--- src/rtl/uart_cmd_parser.sv ---
// uart_cmd_parser: frames 5-byte command packets (sync, id, data_hi, data_lo, chk)
// from the uart_rx byte stream, checks the XOR checksum and an inter-byte timeout,
// and presents one validated command per packet as a single-cycle strobe.
module uart_cmd_parser #(
  parameter logic [7:0]  SYNC_BYTE    = 8'hAA,
  parameter int unsigned TIMEOUT_CLKS = 100000
) (
  input  logic        i_Clock,
  input  logic        i_Rst,
  input  logic        i_Rx_DV,
  input  logic [7:0]  i_Rx_Byte,
  output logic        o_Cmd_Valid,
  output logic [7:0]  o_Cmd_Id,
  output logic [15:0] o_Cmd_Data,
  output logic        o_Cmd_Err,
  output logic [1:0]  o_Err_Code,
  output logic        o_Busy
);

  localparam int unsigned     CntW    = $clog2(TIMEOUT_CLKS);
  localparam logic [CntW-1:0] CntLast = CntW'(TIMEOUT_CLKS - 1);

  localparam logic [1:0] ErrChecksum = 2'b01;
  localparam logic [1:0] ErrTimeout  = 2'b10;

  typedef enum logic [2:0] {
    StIdle,
    StGetId,
    StGetHi,
    StGetLo,
    StGetChk
  } state_e;

  state_e          state_q, state_d;
  logic [CntW-1:0] cnt_q, cnt_d;
  logic [7:0]      id_q, id_d;
  logic [7:0]      hi_q, hi_d;
  logic [7:0]      lo_q, lo_d;

  logic            cmd_valid_q, cmd_valid_d;
  logic [7:0]      cmd_id_q, cmd_id_d;
  logic [15:0]     cmd_data_q, cmd_data_d;
  logic            cmd_err_q, cmd_err_d;
  logic [1:0]      err_code_q, err_code_d;
  logic            busy_q, busy_d;

  logic            timeout;
  logic            chk_ok;

  // A byte arriving on the terminal-count cycle takes priority over the timeout.
  assign timeout = (state_q != StIdle) && !i_Rx_DV && (cnt_q == CntLast);
  assign chk_ok  = (i_Rx_Byte == (id_q ^ hi_q ^ lo_q));

  // State, counter, shadow and output registers.
  always_ff @(posedge i_Clock or posedge i_Rst) begin
    if (i_Rst) begin
      state_q     <= StIdle;
      cnt_q       <= '0;
      id_q        <= '0;
      hi_q        <= '0;
      lo_q        <= '0;
      cmd_valid_q <= 1'b0;
      cmd_id_q    <= '0;
      cmd_data_q  <= '0;
      cmd_err_q   <= 1'b0;
      err_code_q  <= '0;
      busy_q      <= 1'b0;
    end else begin
      state_q     <= state_d;
      cnt_q       <= cnt_d;
      id_q        <= id_d;
      hi_q        <= hi_d;
      lo_q        <= lo_d;
      cmd_valid_q <= cmd_valid_d;
      cmd_id_q    <= cmd_id_d;
      cmd_data_q  <= cmd_data_d;
      cmd_err_q   <= cmd_err_d;
      err_code_q  <= err_code_d;
      busy_q      <= busy_d;
    end
  end

  // Next-state: advance one state per accepted byte, abort to idle on timeout.
  always_comb begin
    state_d = state_q;
    if (timeout) begin
      state_d = StIdle;
    end else if (i_Rx_DV) begin
      unique case (state_q)
        StIdle:   if (i_Rx_Byte == SYNC_BYTE) state_d = StGetId;
        StGetId:  state_d = StGetHi;
        StGetHi:  state_d = StGetLo;
        StGetLo:  state_d = StGetChk;
        StGetChk: state_d = StIdle;
        default:  state_d = StIdle;
      endcase
    end
  end

  // Next values for counter, shadows and registered outputs.
  always_comb begin
    cnt_d       = cnt_q;
    id_d        = id_q;
    hi_d        = hi_q;
    lo_d        = lo_q;
    cmd_valid_d = 1'b0;
    cmd_id_d    = cmd_id_q;
    cmd_data_d  = cmd_data_q;
    cmd_err_d   = 1'b0;
    err_code_d  = err_code_q;
    busy_d      = (state_d != StIdle);

    if (state_q == StIdle || i_Rx_DV) begin
      cnt_d = '0;
    end else if (timeout) begin
      cnt_d      = '0;
      id_d       = '0;
      hi_d       = '0;
      lo_d       = '0;
      cmd_err_d  = 1'b1;
      err_code_d = ErrTimeout;
    end else begin
      cnt_d = cnt_q + CntW'(1);
    end

    if (i_Rx_DV) begin
      unique case (state_q)
        StGetId: id_d = i_Rx_Byte;
        StGetHi: hi_d = i_Rx_Byte;
        StGetLo: lo_d = i_Rx_Byte;
        StGetChk: begin
          if (chk_ok) begin
            cmd_valid_d = 1'b1;
            cmd_id_d    = id_q;
            cmd_data_d  = {hi_q, lo_q};
          end else begin
            cmd_err_d   = 1'b1;
            err_code_d  = ErrChecksum;
          end
        end
        default: ;
      endcase
    end
  end

  assign o_Cmd_Valid = cmd_valid_q;
  assign o_Cmd_Id    = cmd_id_q;
  assign o_Cmd_Data  = cmd_data_q;
  assign o_Cmd_Err   = cmd_err_q;
  assign o_Err_Code  = err_code_q;
  assign o_Busy      = busy_q;

endmodule

--- config.mk ---
export PLATFORM = sky130hd
export DESIGN_NAME = uart_cmd_parser
export DESIGN_NICKNAME = d
export VERILOG_FILES = /design/src/rtl/uart_cmd_parser.sv
export SDC_FILE = /design/constraint.sdc
export NUM_CORES = 1
export LEC_CHECK = 0
export BUFFER_PORTS_ARGS = -buffer_cell sky130_fd_sc_hd__clkbuf_2
export CORE_MARGIN = 3
export CORE_UTILIZATION = 35
export CTS_BUF_LIST = sky130_fd_sc_hd__clkbuf_8 sky130_fd_sc_hd__clkbuf_16
export CTS_CLUSTER_DIAMETER = 200
export DETAILED_ROUTE_END_ITERATION = 12
export SLEW_MARGIN = 20
export SYNTH_ARGS = -nofsm -noshare
export SYNTH_HDL_FRONTEND = slang
export SYNTH_SLANG_ARGS = --single-unit
--- constraint.sdc ---
create_clock -name i_Clock -period 2.7 [get_ports i_Clock]
set_clock_uncertainty 0.2 [all_clocks]
set_input_delay 0.135 -clock i_Clock [delete_from_list [all_inputs] [get_ports i_Clock]]
set_output_delay 0.135 -clock i_Clock [all_outputs]
set_load 0.005 [all_outputs]
After elaboration in Yosys (flattened, before gate mapping)
Index checks and enable logic that the tools add are counted.
{"block": "classes", "add_sub_neg": 1, "n_eq_ne": 7, "mux": 31, "bitwise": 2, "reduce_logical": 8}
{"op": "2-to-1 mux 8 bit", "count": 12}
{"op": "2-to-1 mux 17 bit", "count": 2}
{"op": "adder 17 x 1 -> 17 bit (second input constant)", "count": 1}
{"op": "equality test 17 bit (second input constant)", "count": 1}
{"op": "XOR 8 bit", "count": 2}
{"op": "one-hot mux 3 bit (4 select lines)", "count": 1}
{"op": "2-to-1 mux 2 bit", "count": 5}
{"op": "2-to-1 mux 3 bit", "count": 3}
{"op": "equality test 8 bit", "count": 1}
{"op": "equality test 8 bit (second input constant)", "count": 1}
{"op": "2-to-1 mux 1 bit", "count": 8}
{"op": "equality test 3 x 2 -> 1 bit (second input constant)", "count": 2}
{"op": "nonzero test 3 bit", "count": 2}
{"op": "equality test 3 x 1 -> 1 bit (second input constant)", "count": 1}
{"op": "equality test 3 bit (second input constant)", "count": 1}
{"op": "zero test 3 bit", "count": 1}
{"op": "AND reduction 3 bit", "count": 1}
{"op": "logical AND 1 bit", "count": 2}
{"op": "zero test 1 bit", "count": 1}
{"op": "logical OR 1 bit", "count": 1}
{"block": "word_totals", "register_bits": 73, "wordCells": 60}

Longest topological paths before layout
Gate-level depths: netlist of run 1.
{"block": "logic_depth", "depth_word": 8, "mapped_depth": 7, "mapped_depth_nobuf": 5}

Worst setup path before layout of run 1
Ideal clock, no wire load.
{"block": "synth_timing", "path_type": "reg-to-reg", "startpoint": "reg state_q[0]", "endpoint": "reg cmd_data_q[10] (netlist: o_Cmd_Data[10])", "setup_ps": 125, "arrival_ps": 1805, "slack_ps": 570, "stages_incl_launch_ff": 6, "n_path_buf": 2, "synth_period_minus_slack_ps": 2130, "cell_sequence": "dfrtp_1 > clkbuf_1 > or4bb_1 > nand3b_2 > buf_6 > mux2_4"}
{"block": "synth_via", "elab_chain_len": 2}
{"item": "start, declared", "line_no": "34", "rtl": "state_e state_q, state_d;"}
{"item": "start signal, assigned", "line_no": "57", "rtl": "state_q <= StIdle;"}
{"item": "start signal, assigned", "line_no": "69", "rtl": "state_q <= state_d;"}
{"item": "equality test 3 bit", "line_no": "127", "rtl": "unique case (state_q)"}
{"item": "AND reduction 3 bit (no source line)"}
{"item": "end signal, assigned", "line_no": "76", "rtl": "cmd_data_q <= cmd_data_d;"}
{"item": "end, declared", "line_no": "42", "rtl": "logic [15:0] cmd_data_q, cmd_data_d;"}
No other way between the ends.
A chain may end at the register's enable or synchronous reset.

Worst setup path in the final report of run 1
{"block": "layout_timing", "startpoint": "reg cnt_q[5]", "endpoint": "reg lo_q[1]"}
{"block": "layout_via", "elab_chain_len": 6}
{"item": "start, declared", "line_no": "35", "rtl": "logic [CntW-1:0] cnt_q, cnt_d;"}
{"item": "start signal, assigned", "line_no": "70", "rtl": "cnt_q <= cnt_d;"}
{"item": "equality test 17 bit *", "line_no": "51", "rtl": "assign timeout = (state_q != StIdle) && !i_Rx_DV && (cnt_q == CntLast);"}
{"item": "logical AND 1 bit *", "line_no": "51"}
{"item": "2-to-1 mux 8 bit *", "line_no": "115", "rtl": "end else if (timeout) begin"}
{"item": "2-to-1 mux 8 bit *", "line_no": "113", "rtl": "if (state_q == StIdle || i_Rx_DV) begin"}
{"item": "2-to-1 mux 8 bit", "line_no": "127"}
{"item": "2-to-1 mux 8 bit *", "line_no": "126", "rtl": "if (i_Rx_DV) begin"}
{"item": "net lo_d[1]", "line_no": "38", "rtl": "logic [7:0] lo_q, lo_d;"}
{"item": "end signal, assigned", "line_no": "73", "rtl": "lo_q <= lo_d;"}
{"item": "end, declared", "line_no": "38"}
Mark *: on every way through the listed nets, which the timed path passes. The rest lies on a longest branch.

==> results.md, run 1 <==
Power:
- The internal power of the cells totals about 2300 uW.
- The total power divided by cell area is 838 nW/um2.
- For this design the static power due to leakage is just under 0.002 uW.
- The analysis attributes to net switching a power of around 1100 uW.
- Of the total power, combinational logic draws 0.238.
- Of the total power, registers draw 0.448.
- The clock network power share is 0.314.
- IR analysis of the VDD net gives a maximum drop of between 0.0002 and 0.0003 V.
- The fraction of power spent switching nets is 0.317.
- Summing internal, switching and leakage power gives 3380 uW.

Global route:
- In this run the most used layer during global routing was met2.
- Global routing finished with a remaining overflow of 0.
- The met2 track utilization from global routing is 0.225.
- The first-pass GRT wire length is between 10 and 15 mm.
- In the global route stage, overall resource usage came out at 0.138.
- The via count of the first global-routing pass is 2301.
- The initial antenna violation count is 0.
- The met3 track demand over resource is 0.0480.
- Entering global routing, the biggest net connects 32 pins.
- The met1 capacity usage during global routing is 0.175.

Synthesis:
- The combinational family with the most area after synthesis is simple AND/OR/NAND/NOR gates.
- The mean instance size in the synthesized netlist is approximately 11 um2.
- The Yosys step of the flow raised 0 warnings.
- Of the total synthesized cell area, the portion taken by XOR and XNOR cells is 0.102.
- The cell count after synthesis came out at a little over 300.
- In this run, synthesis inferred 0 flip-flops with an integrated enable.
- Of the total synthesized cell area, the portion taken by AND, OR, NAND and NOR gates is 0.172.
- Yosys instantiated no cell more often than dfrtp_1.
- The synthesis-stage register bit count is 73.
- The prevailing post-synth register cell is dfrtp_1.
- The portion of synthesized cell area occupied by the leading cell type is 0.546.
- The net count after synthesis is approximately 320.
- The netlist uses 34 different library cells.
- The area fraction in compound gates after synthesis was 0.0509.
- Of the post-synthesis cell area, the part taken by muxes is 0.102.
- In this run the cell area of the synthesized design comes to 3340 um2.
- Summed over all instances, the cell type with the most area after synthesis is dfrtp_1.
- By area the synthesized netlist is led by dfrtp_1, mux2_4, nand2_1.
- The post-synthesis async set-or-reset flop share is 1.00.
- The adder-cell area share of the yosys netlist is 0.00374.
- Of the synthesized area, sequential elements account for 0.546.
- By count the netlist is led by dfrtp_1, nand2_1, o21ai_0.

Critical path:
- The startpoint type of the worst setup path is a flip-flop.
- The largest fanout on the critical path is 31.
- The worst setup path is captured at a flip-flop.
- The kind of critical path is reg -> reg.
- The data arrival time of the critical path is 2.34 ns.
- The endpoint of the most critical register-to-register path is lo_q[1].
- The number of cell instances on the worst register-to-register path is 5.
- The launching point of the worst reg2reg path is cnt_q[5].
- The critical path required time is approximately 2.7 ns.
- The setup slack of the most critical reg-to-reg path is 0.38 ns.

Place:
- Once placement completed, the tool counted placed cells totaling between 400 and 500.
- Buffers placed on the I/O ports in this run total 39.
- The instance area at placement is between 3000 and 4000 um2.
- Once detailed placement completed, the half-perimeter wirelength came to roughly 5 mm.
- The last weighted congestion value of the routability-driven placer is roughly 0.8.
- The worst setup slack after placement is between 0.4 and 0.5 ns.

Floorplan:
- The core outline area is 9240 um2.
- The die covers roughly 11000 um2.
- The horizontal die dimension is slightly above 100 um.
- After floorplanning, the core was divided into 35 placement rows.
- The initial utilization of the core area, before any placement, comes to 0.362.
- From bottom edge to top edge, the die measures between 100 and 150 um.
- The I/O pin count is 40.

Routing:
- The final routed wirelength across all metal layers is 7.03 mm.
- The number of remaining DRC errors is 0.
- The routed wirelength normalized by instance count is approximately 14 um.
- Dividing the detail-routed via count by the number of cells gives approximately 4.7.
- The first detailed-routing pass took 4 iterations.
- The number of nets with antenna violations after detailed routing is 0.
- The detailed-route via count is between 2000 and 2500.
- The first routing iteration left 93 violations.

Hold path:
- The min-delay analysis places its worst path in the category in -> async.

Clock tree:
- Counting every sink on the clock net gives 73.
- The clock reaches the later pin of the worst-skew pair after ~0.35 ns.
- In this run, CTS created clock tree buffers numbering 9.
- The H-tree depth reported by CTS is 3.
- The TritonCTS clock tree is done.
- Post-CTS repair changed the size of 0 cells.
- The cell at the root of the clock tree is clkbuf_8.
- The number of buffers on the longest clock path is 2.
- After clock tree synthesis, the clock-pin slew on the worst setup and hold paths is 0.08 ns.

STA:
- The total count of hold-check failures in the final report is 0.
- The clock period minus worst slack is around 2.3 ns.
- For the pin with the worst max-slew slack, the measured transition is roughly 0.65 ns.
- The final critical-path share of the clock period is 0.859.
- Setup violations remaining at the end of the flow were counted as 0.
- The worst pin sits at a relative slew slack of 0.567.
- The accumulated negative setup slack is 0 ns.
- Setup repair after global routing left no endpoint under its margin.
- The final max-slew violation count is 0.
- Based on the critical path, the design can be clocked at up to 431 MHz.
- The final worst slack is approximately 0.38 ns.

Cells and area:
- The area of all placed cells without fillers is approximately 4000 um2.
- The repair_antennas step left the layout with diodes totalling 0.
- The fraction of final layout cells sized beyond drive strength 1 is 0.259.
- For this run, the post-layout net count is 370.
- The number of filler cells placed in the layout is roughly 900.
- The non-filler instance count after layout is 492.
- The area overhead of the layout relative to synthesis is 20.7%.

Flow run:
- The tool flagged a number of max-cap violations equal to 0.

Run status:
- The run finished with clean final reports.
[critical path: stages (launching register included)]
cell and delay [ns]:
dfrtp_1 0.44, or4b_1 0.51, nor4_1 0.31, and4_1 0.26
buf_4 0.30, o21ai_0 0.17
[cells in the final DEF, fill, tap and decap left out]
cell type / instances
xor2_1: 17
xnor2_1: 22
or4b_1: 1
nor3_1: 2
and4bb_2: 1
nor4_2: 2
o21bai_1: 1
nand3_1: 7
and2_1: 1
nand3b_2: 1
nand2_1: 57
nor2_1: 23
clkbuf_8: 10
o21ai_0: 25
inv_1: 3
a21oi_1: 6
nor4bb_1: 1
clkbuf_2: 39
nand2b_1: 2
nor4_1: 1
ha_1: 1
nand4_1: 2
or4b_2: 1
dfrtp_1: 73
clkinvlp_4: 1
a21o_1: 1
or2_2: 3
buf_4: 6
mux2_2: 5
and3_1: 6
nor2b_1: 3
dlygate4sd3_1: 10
and4_1: 3
inv_2: 1
clkinv_4: 2
bufinv_16: 3
or4bb_1: 1
mux2_4: 19
[how the worst max path moves through the flow]
| stage | from | to | slack [ns] | depth (start not counted) |
|---|---|---|---|---|
| after floorplan | i_Rst | cnt_q[0] | 0.51 | 1 |
| after global placement | cnt_q[5] | id_q[6] | 0.48 | 5 |
| after detailed placement | cnt_q[5] | lo_q[1] | 0.43 | 5 |
| after CTS | cnt_q[5] | lo_q[1] | 0.39 | 5 |
| after global routing | cnt_q[5] | cnt_q[2] | 0.21 | 5 |
| final | cnt_q[5] | lo_q[1] | 0.38 | 5 |
[registers in the layout, summed over array words and instances (netlist names)]
register and cells:
id_q 8, state_q 3, o_Cmd_Data 16, o_Cmd_Valid 1, o_Cmd_Err 1, o_Err_Code 2
o_Busy 1, cnt_q 17, o_Cmd_Id 8, hi_q 8, lo_q 8
[power by group through the flow]
stage / Combinational [uW] / Clock (uW) / Sequential, uW
floorplan: 666 / 0 / 1460
global placement: 783 / 0 / 1530
detailed placement: 797 / 0 / 1540
CTS: 816 / 1090 / 1520
global route: 916 / 1130 / 1550
finish: 805 / 1060 / 1510
[cell families (layout without fill, tap and decap cells)]
| kind of cell | Yosys count | in the layout |
|---|---|---|
| buffers and inverters | 15 | 75 |
| muxes | 24 | 24 |
| adders and majority gates | 1 | 1 |
| DFF | 73 | 73 |
| xor gates and xnor gates | 39 | 39 |
| AOI/OAI and AO/OA | 33 | 33 |
| and+or+nand+nor | 118 | 118 |
[stage by stage]
step	hold slack [ns]	utilization
2_1_floorplan	0.0518	-
3_3_place_gp	0.0352	0.399
3_5_place_dp	0.0383	0.399
4_1_cts	0.197	0.437
5_1_grt	0.246	0.437
6_report	0.184	0.437
[cell type report]
cell class	instances	area (um2)	area share
clock buffers	10	138	0.0341
clock inverters	6	115	0.0285
inverters	4	15.0	0.00372
multi-input cells	215	1440	0.357
flip-flops and latches	73	1830	0.453
well taps	129	161	0.0400
repair buffers	55	340	0.0843
[layer usage]
metal / routed length (um) / part of all wire / vias up
li1: - / - / 1117
met5: 0 / 0 / -
met3: 316 / 0.045 / 10
met1: 3200 / 0.45 / 1124
met4: 106 / 0.015 / 0
met2: 3410 / 0.48 / 51
[timing repair]
item	in CTS	in global routing
hold buffers	10	0
buffers inserted	0	0
hold endpoints to repair	54	0
Power figures use the tool's default switching activity.
==> inputs of run 2 (changes only) <==
- CORE_MARGIN: 3 -> not set
- SLEW_MARGIN: 20 -> not set
==> run 2 against run 1 <==
Against the previous run:
- global-route usage is 1.1 points higher
- final cell count is 0.61% lower
- sequential cell count stayed put
- clock power is 15% lower
- power is 5.1% lower
- count of clock-buffer cells in the layout is 1 lower
- wire length is 4.8% lower
- hold slack better by 0.021 ns
- final area is 1.0% lower
- largest cell class unchanged
==> results.md, run 2 (same netlist as run 1, synthesis figures left out) <==
Run status:
- The flow ran to the end, and the final reports show no timing, DRC or antenna violations.

STA:
- The relative slew slack is 0.562 (-0.00469).
- The final max-slew violation count is 0 (unchanged).
- The worst-margin pin slew was 0.656 ns (+0.00847 ns).
- The maximum frequency from static timing analysis is 429 MHz (-0.43%).
- The count of endpoints failing setup in the final report is 0 (unchanged).
- The total count of hold-check failures in the final report is 0 (unchanged).
- The final critical-path share of the clock period came to 0.863 (+0.00372).
- The final worst slack was 0.370 ns (-0.0101 ns).
- Setup repair after global routing left no endpoint under its margin.
- The clock period minus worst slack is 2.33 ns (+0.0101 ns).
- The accumulated negative setup slack is 0 ns (unchanged).
- The worst hold-check slack came to 0.205 ns (+0.0213 ns).

Clock tree:
- The number of buffers on the longest clock path was 2 (unchanged).
- The CTS clock-pin slew for the worst setup and hold paths is 0.09 ns (about the same).
- The TritonCTS clock tree is done.
- The clock latency reported for the late side of the worst-skew pair came to 0.35 ns (about the same).
- The H-tree depth reported by CTS is 3 (unchanged).
- The total number of clock tree sinks is 73 (unchanged).
- The clock buffer count from CTS was 9 (unchanged).
- The cell at the root of the clock tree is clkbuf_8.
- The count of buffers added by post-CTS timing repair for setup is 0 (unchanged).

Power:
- The share of power burned in registers is 0.470 (+0.022).
- The fraction of power spent switching nets came to 0.341 (+0.0245).
- The net load switching power came to 1100 uW (+2.2%).
- The peak ir drop on the vdd network is 0.000268 V (-6.9%).
- The total power divided by cell area is 803 nW/um2 (-4.1%).
- The clock network power share came to 0.281 (-0.033).
- The total leakage power is 0.00195 uW (-1.3%).
- The share of power burned in combinational logic is 0.249 (+0.011).
- The cell internal power dissipation came to 2110 uW (-8.5%).

Cells and area:
- The commonest non-fill, non-tap cell in the layout is dfrtp_1.
- The fraction of final layout cells sized beyond drive strength 1 is 0.253 (-0.00618).
- The area overhead of the layout relative to synthesis is 19.5%.
- The net count reported at finish is 367 (-0.81%).
- The area of all placed cells without fillers is 4000 um2 (-1.0%).
- In the layout the commonest cells are dfrtp_1, nand2_1, clkbuf_2.
- The final core utilization came to 0.432 (-0.00447).
- The flip-flop count of the largest register after layout is 17 (unchanged).
- The antenna diode instance count came to 0 (unchanged).
- cnt_q holds more flip-flops than any other register.

Critical path:
- The worst register-to-register path ends at hi_q[2].
- The setup slack of the most critical reg-to-reg path is 0.44 ns (+0.06 ns).
- The data arrival time of the critical path is 2.37 ns (+0.03 ns).
- The number of cell instances on the worst register-to-register path is 5 (unchanged).
- The largest fanout on the critical path is 22 (-29%).
- Walking the worst path, the cells encountered are dlygate4sd3_1 -> clkbuf_2 -> xor2_1 -> xnor2_1 -> nor4_2 -> nand3b_2 -> buf_12 -> mux2_4.
- The launching point of the worst reg2reg path is cnt_q[5].
- The startpoint type of the worst setup path is an input pin.
- The buffering stage count on the worst path with inverters included is 3 (+2).
- The critical path required time is 2.74 ns (+0.02 ns).
- The cell with the largest stage delay on the worst path is dlygate4sd3_1.
- The critical path is of the in -> reg type.
- The worst stage delay on the critical path is 0.54 ns (+0.03 ns).
- The element type at the critical path end is a flip-flop.
- Among cell families on the critical path, the largest total delay comes from buffers and inverters.

Hold path:
- In this run the worst hold path is classified as in -> async.

Place:
- The instance area at placement is 3690 um2 (about the same).
- The HPWL after detailed placement is 4.49 mm (-7.7%).
- The worst setup slack after placement came to 0.440 ns (+0.0130 ns).
- The last weighted congestion value of the routability-driven placer is 0.780 (-0.68%).
- The number of buffers added on ports was 39 (unchanged).

Floorplan:
- The horizontal die dimension is 99.7 um (-3.9%).
- The effective utilization at floorplan is 0.362 (unchanged).
- The area enclosed by the die boundary came to 9950 um2 (-7.6%).
- The chip height is 99.7 um (-3.9%).
- The I/O pin count was 40 (unchanged).
- The core outline area is 9240 um2 (unchanged).
- The count of standard-cell rows is 35 (unchanged).

Routing:
- The number of nets with antenna violations after detailed routing was 0 (unchanged).
- The number of remaining DRC errors is 0 (unchanged).
- The amount of wire on met2 after detailed routing came to 3.21 mm (-5.9%).
- The detailed-route via count is 2244 (-2.5%).
- The final routed wirelength across all metal layers is 6.69 mm (-4.8%).
- The ratio of routed vias to standard cells was 4.59 (-1.9%).
- The amount of wire on met3 after detailed routing is 254 um (-20%).
- The number of iterations in the first detailed-routing pass is 4 (unchanged).
- The routed wirelength normalized by instance count is 13.7 um (-4.2%).
- The routed length on met1 is 3.16 mm (-1.2%).
- The initial DRC count was 94 (+1.1%).
- The highest routed metal layer is met4.

Global route:
- The global-route congestion overflow total came to 0 (unchanged).
- The via count of the first global-routing pass was 2256 (-2.0%).
- The first-pass GRT wire length was 11.4 mm (-3.9%).
- The initial antenna violation count is 0 (unchanged).
- The pin count of the biggest net entering global routing is 45 (+41%).
- The total routing resource utilization after global routing is 0.149 (+0.0113).

Flow run:
- The max-cap check violation count was 0 (unchanged).
-- run 2: cell count changes in the layout (fill, tap and decap cells not counted), sizes merged --
cell / delta
clkinvlp: +1
bufinv: -2
clkbuf: -1
inv: +4
clkinv: -2
buf: -3
-- run 2: per-stage QoR --
| stage | cells | power [uW] |
|---|---|---|
| after CTS | 489 | 3260 |
| after global placement | 463 | 2320 |
| after global routing | 489 | 3430 |
| after floorplan | 303 | 2120 |
| final | 489 | 3210 |
| after detailed placement | 463 | 2330 |
-- run 2: how the worst max path moves through the flow --
stage            startpoint             end  slack, ns  cells after the start
2_1_floorplan         i_Rst        cnt_q[0]       0.51                      1
3_3_place_gp        lo_q[4]   o_Cmd_Data[3]       0.45                      6
3_5_place_dp        id_q[7]   o_Cmd_Data[3]       0.44                      6
4_1_cts        i_Rx_Byte[2]  o_Cmd_Data[11]       0.37                      8
5_1_grt            cnt_q[5]         lo_q[6]       0.24                      5
6_report       i_Rx_Byte[2]   o_Cmd_Data[6]       0.37                      8
-- run 2: power groups by stage --
stage	clock, uW	combinational, uW	sequential [uW]
6_report	903	798	1510
5_1_grt	976	906	1550
4_1_cts	935	813	1510
3_5_place_dp	0	796	1540
3_3_place_gp	0	787	1530
2_1_floorplan	0	666	1460
-- run 2: routing by layer --
layer,track usage,up-vias
met5,0,-
met4,0.0520,0
met3,0.0443,9
met2,0.242,40
met1,0.189,1082
li1,-,1113
-- run 2: repair_timing --
action | in CTS | in global routing
hold endpoints to repair | 57 | 0
resized for setup | 0 | 0
setup endpoints to repair | 0 | 0
hold buffers | 10 | 0
-- run 2: worst register-to-register path: stages (launching register included) --
cell	delay, ns
dfrtp_1	0.43
or4b_1	0.51
nor4_1	0.30
and4_1	0.24
buf_4	0.29
o21ai_0	0.16
-- run 2: area by class of cell --
type                    count  area, um2
clock buffers               9        124
flip-flops and latches     73       1830
multi-input cells         215       1440
inverters                   4       15.0
clock inverters             7       85.1
well taps                 129        161
repair buffers             52        343
fillers                   903       5250
==> inputs of run 3 (changes only) <==
--- a/config.mk
+++ b/config.mk
@@ -6,9 +6,10 @@
 export NUM_CORES = 1
 export LEC_CHECK = 0
-export BUFFER_PORTS_ARGS = -buffer_cell sky130_fd_sc_hd__clkbuf_2
+export BUFFER_PORTS_ARGS = -buffer_cell sky130_fd_sc_hd__buf_2
 export CORE_UTILIZATION = 35
 export CTS_BUF_LIST = sky130_fd_sc_hd__clkbuf_8 sky130_fd_sc_hd__clkbuf_16
 export CTS_CLUSTER_DIAMETER = 200
 export DETAILED_ROUTE_END_ITERATION = 12
+export HOLD_SLACK_MARGIN = 0.08
 export SYNTH_ARGS = -nofsm -noshare
 export SYNTH_HDL_FRONTEND = slang
--- a/constraint.sdc
+++ b/constraint.sdc
@@ -3,3 +3,3 @@
 set_input_delay 0.135 -clock i_Clock [delete_from_list [all_inputs] [get_ports i_Clock]]
 set_output_delay 0.135 -clock i_Clock [all_outputs]
-set_load 0.005 [all_outputs]
+set_load 0.01 [all_outputs]
==> run 3 against run 2 <==
Against the previous run:
- wire length is 2.3% higher
- via count is 0.13% lower
- sequential share of layout area is 0.29 points higher
- sequential cell count stayed put
- final cell count stayed put
- hold slack better by 0.00098 ns
- global-route usage is 0.36 points higher
- maximum frequency is 0.18% higher
- power is 2.4% lower
- die area stayed put
- register-to-register slack worse by 0.07 ns
- final area is 0.63% lower
- largest cell class unchanged
==> results.md, run 3 (same netlist as run 1, synthesis figures left out) <==
Global route:
- The initial antenna violation count came to 0 (unchanged).
- The global-route congestion overflow total is 0 (unchanged).
- The pin count of the biggest net entering global routing is 74 (+64%).
- The total routing resource utilization after global routing came to 0.153 (+0.00361).
- The first-pass GRT wire length is 11.8 mm (+3.5%).
- The via count of the first global-routing pass was 2351 (+4.2%).

STA:
- The maximum frequency from static timing analysis is 430 MHz (+0.18%).
- The final critical-path share of the clock period came to 0.862 (-0.00159).
- The final max-slew violation count is 0 (unchanged).
- The relative slew slack was 0.568 (+0.00586).
- The clock period minus worst slack is 2.33 ns (-0.00430 ns).
- The accumulated negative setup slack is 0 ns (unchanged).
- The worst-margin pin slew is 0.646 ns (-0.0102 ns).
- The total count of hold-check failures in the final report is 0 (unchanged).
- Setup repair after global routing left no endpoint under its margin.
- The count of endpoints failing setup in the final report is 0 (unchanged).

Power:
- The peak ir drop on the vdd network is 0.000287 V (+7.2%).
- The total leakage power is 0.00195 uW (+0.32%).
- The total power divided by cell area is 789 nW/um2 (-1.7%).

Place:
- The last weighted congestion value of the routability-driven placer is 0.764 (-2.0%).
- The HPWL after detailed placement is 4.47 mm (-0.39%).
- The instance area at placement is 3690 um2 (unchanged).
- The number of buffers added on ports is 39 (unchanged).

Clock tree:
- The clock buffer count from CTS came to 9 (unchanged).
- The clock latency reported for the late side of the worst-skew pair was 0.35 ns (about the same).
- The cell at the root of the clock tree is clkbuf_8.
- The CTS clock-pin slew for the worst setup and hold paths is 0.09 ns (about the same).
- The count of buffers added by post-CTS timing repair for setup came to 0 (unchanged).
- The TritonCTS clock tree is done.
- The H-tree depth reported by CTS was 3 (unchanged).
- The number of buffers on the longest clock path is 2 (unchanged).
- The total number of clock tree sinks is 73 (unchanged).

Floorplan:
- The area enclosed by the die boundary is 9950 um2 (unchanged).
- The effective utilization at floorplan is 0.362 (unchanged).
- The chip height was 99.7 um (unchanged).
- The horizontal die dimension is 99.7 um (unchanged).
- The count of standard-cell rows is 35 (unchanged).
- The I/O pin count is 40 (unchanged).
- The core outline area was 9240 um2 (unchanged).

Flow run:
- The max-cap check violation count is 0 (unchanged).

Cells and area:
- The net count reported at finish is 367 (unchanged).
- The top cell types in the final layout, fill and taps aside, are dfrtp_1, nand2_1, buf_2.
- Leaving out fill and tap cells, the most frequent cell in the layout is dfrtp_1.
- The flip-flop count of the largest register after layout came to 17 (unchanged).
- The fraction of final layout cells sized beyond drive strength 1 is 0.253 (unchanged).
- The area of all placed cells without fillers is 3970 um2 (-0.63%).
- Relative to the synthesized area, the layout overhead comes to 18.8%.
- The final core utilization is 0.430 (-0.00271).
- The antenna diode instance count is 0 (unchanged).
- The register with the highest flop count is cnt_q.

Routing:
- The routed wirelength normalized by instance count is 14.0 um (+2.3%).
- The ratio of routed vias to standard cells is 4.58 (-0.13%).
- The detailed-route via count is 2241 (-0.13%).
- The number of remaining DRC errors is 0 (unchanged).
- The initial DRC count is 114 (+21%).
- The number of iterations in the first detailed-routing pass is 4 (unchanged).
- The final routed wirelength across all metal layers was 6.85 mm (+2.3%).
- The number of nets with antenna violations after detailed routing was 0 (unchanged).

Critical path:
- The critical path required time is 2.71 ns (-0.03 ns).
- The largest fanout on the critical path is 31 (+41%).
- STA classifies the critical path startpoint as a flip-flop.
- The data arrival time of the critical path is 2.34 ns (-0.03 ns).
- The kind of critical path is reg -> reg.
- The element type at the critical path end is a flip-flop.

Hold path:
- The min-delay analysis places its worst path in the category in -> async.

Run status:
- The flow ran to the end, and the final reports show no timing, DRC or antenna violations.
run 3: what timing repair did:
item                                   in CTS  in global routing
endpoints found under the hold margin     102                  0
resized for setup                           0                  0
hold buffers                               10                  0
run 3: per-layer routing:
metal	part of all wire	routed length [um]	up-vias	global-route usage
li1	-	-	1111	-
met1	0.46	3160	1084	0.192
met2	0.48	3320	40	0.254
met3	0.044	300	6	0.0436
met4	0.010	70	0	0.0475
met5	0	0	-	0
run 3: path summary, 6_finish.rpt:
path | from | to | slack, ns | cells past startpoint
max | cnt_q[5] | id_q[6] | 0.37 | 5
min reg2reg | cnt_q[0] | cnt_q[0] | 0.28 | 1
min in group i_Clock | cnt_q[0] | cnt_q[0] | 0.28 | 1
min | i_Rst | o_Cmd_Data[7] | 0.21 | 4
max reg2reg | cnt_q[5] | id_q[6] | 0.37 | 5
max in group asynchronous | i_Rst | id_q[4] | 1.78 | 4
run 3: cell type report:
type                       instances  area (um2)
fill                             880        5270
tap                              129         161
clock inverter                     7        60.1
inverter                           4        15.0
clock buffer                       9         124
sequential                        73        1830
timing repair buffer              52         343
multi-input combinational        215        1440
run 3: power by group:
group | internal [uW] | total [uW] | leakage, uW | switching [uW]
combinational | 370 | 812 | 0.000890 | 442
clock | 349 | 815 | 0.0000848 | 466
sequential | 1300 | 1510 | 0.000977 | 208
total | 2020 | 3130 | 0.00195 | 1120
run 3: worst max-delay path, cell delays in order (launching register included):
cell,delay [ns]
dfrtp_1,0.44
or4b_1,0.52
nor4_1,0.33
and4_1,0.26
buf_4,0.28
o21ai_0,0.16
run 3: stage by stage:
stage | std cells | worst slack [ns] | hold slack [ns] | power, uW
after global routing | 489 | 0.210 | 0.257 | 3340
after CTS | 489 | 0.362 | 0.209 | 3180
final | 489 | 0.374 | 0.206 | 3130
after floorplan | 303 | 0.512 | 0.0518 | 2130
after global placement | 463 | 0.450 | 0.0529 | 2320
after detailed placement | 463 | 0.383 | 0.0572 | 2340
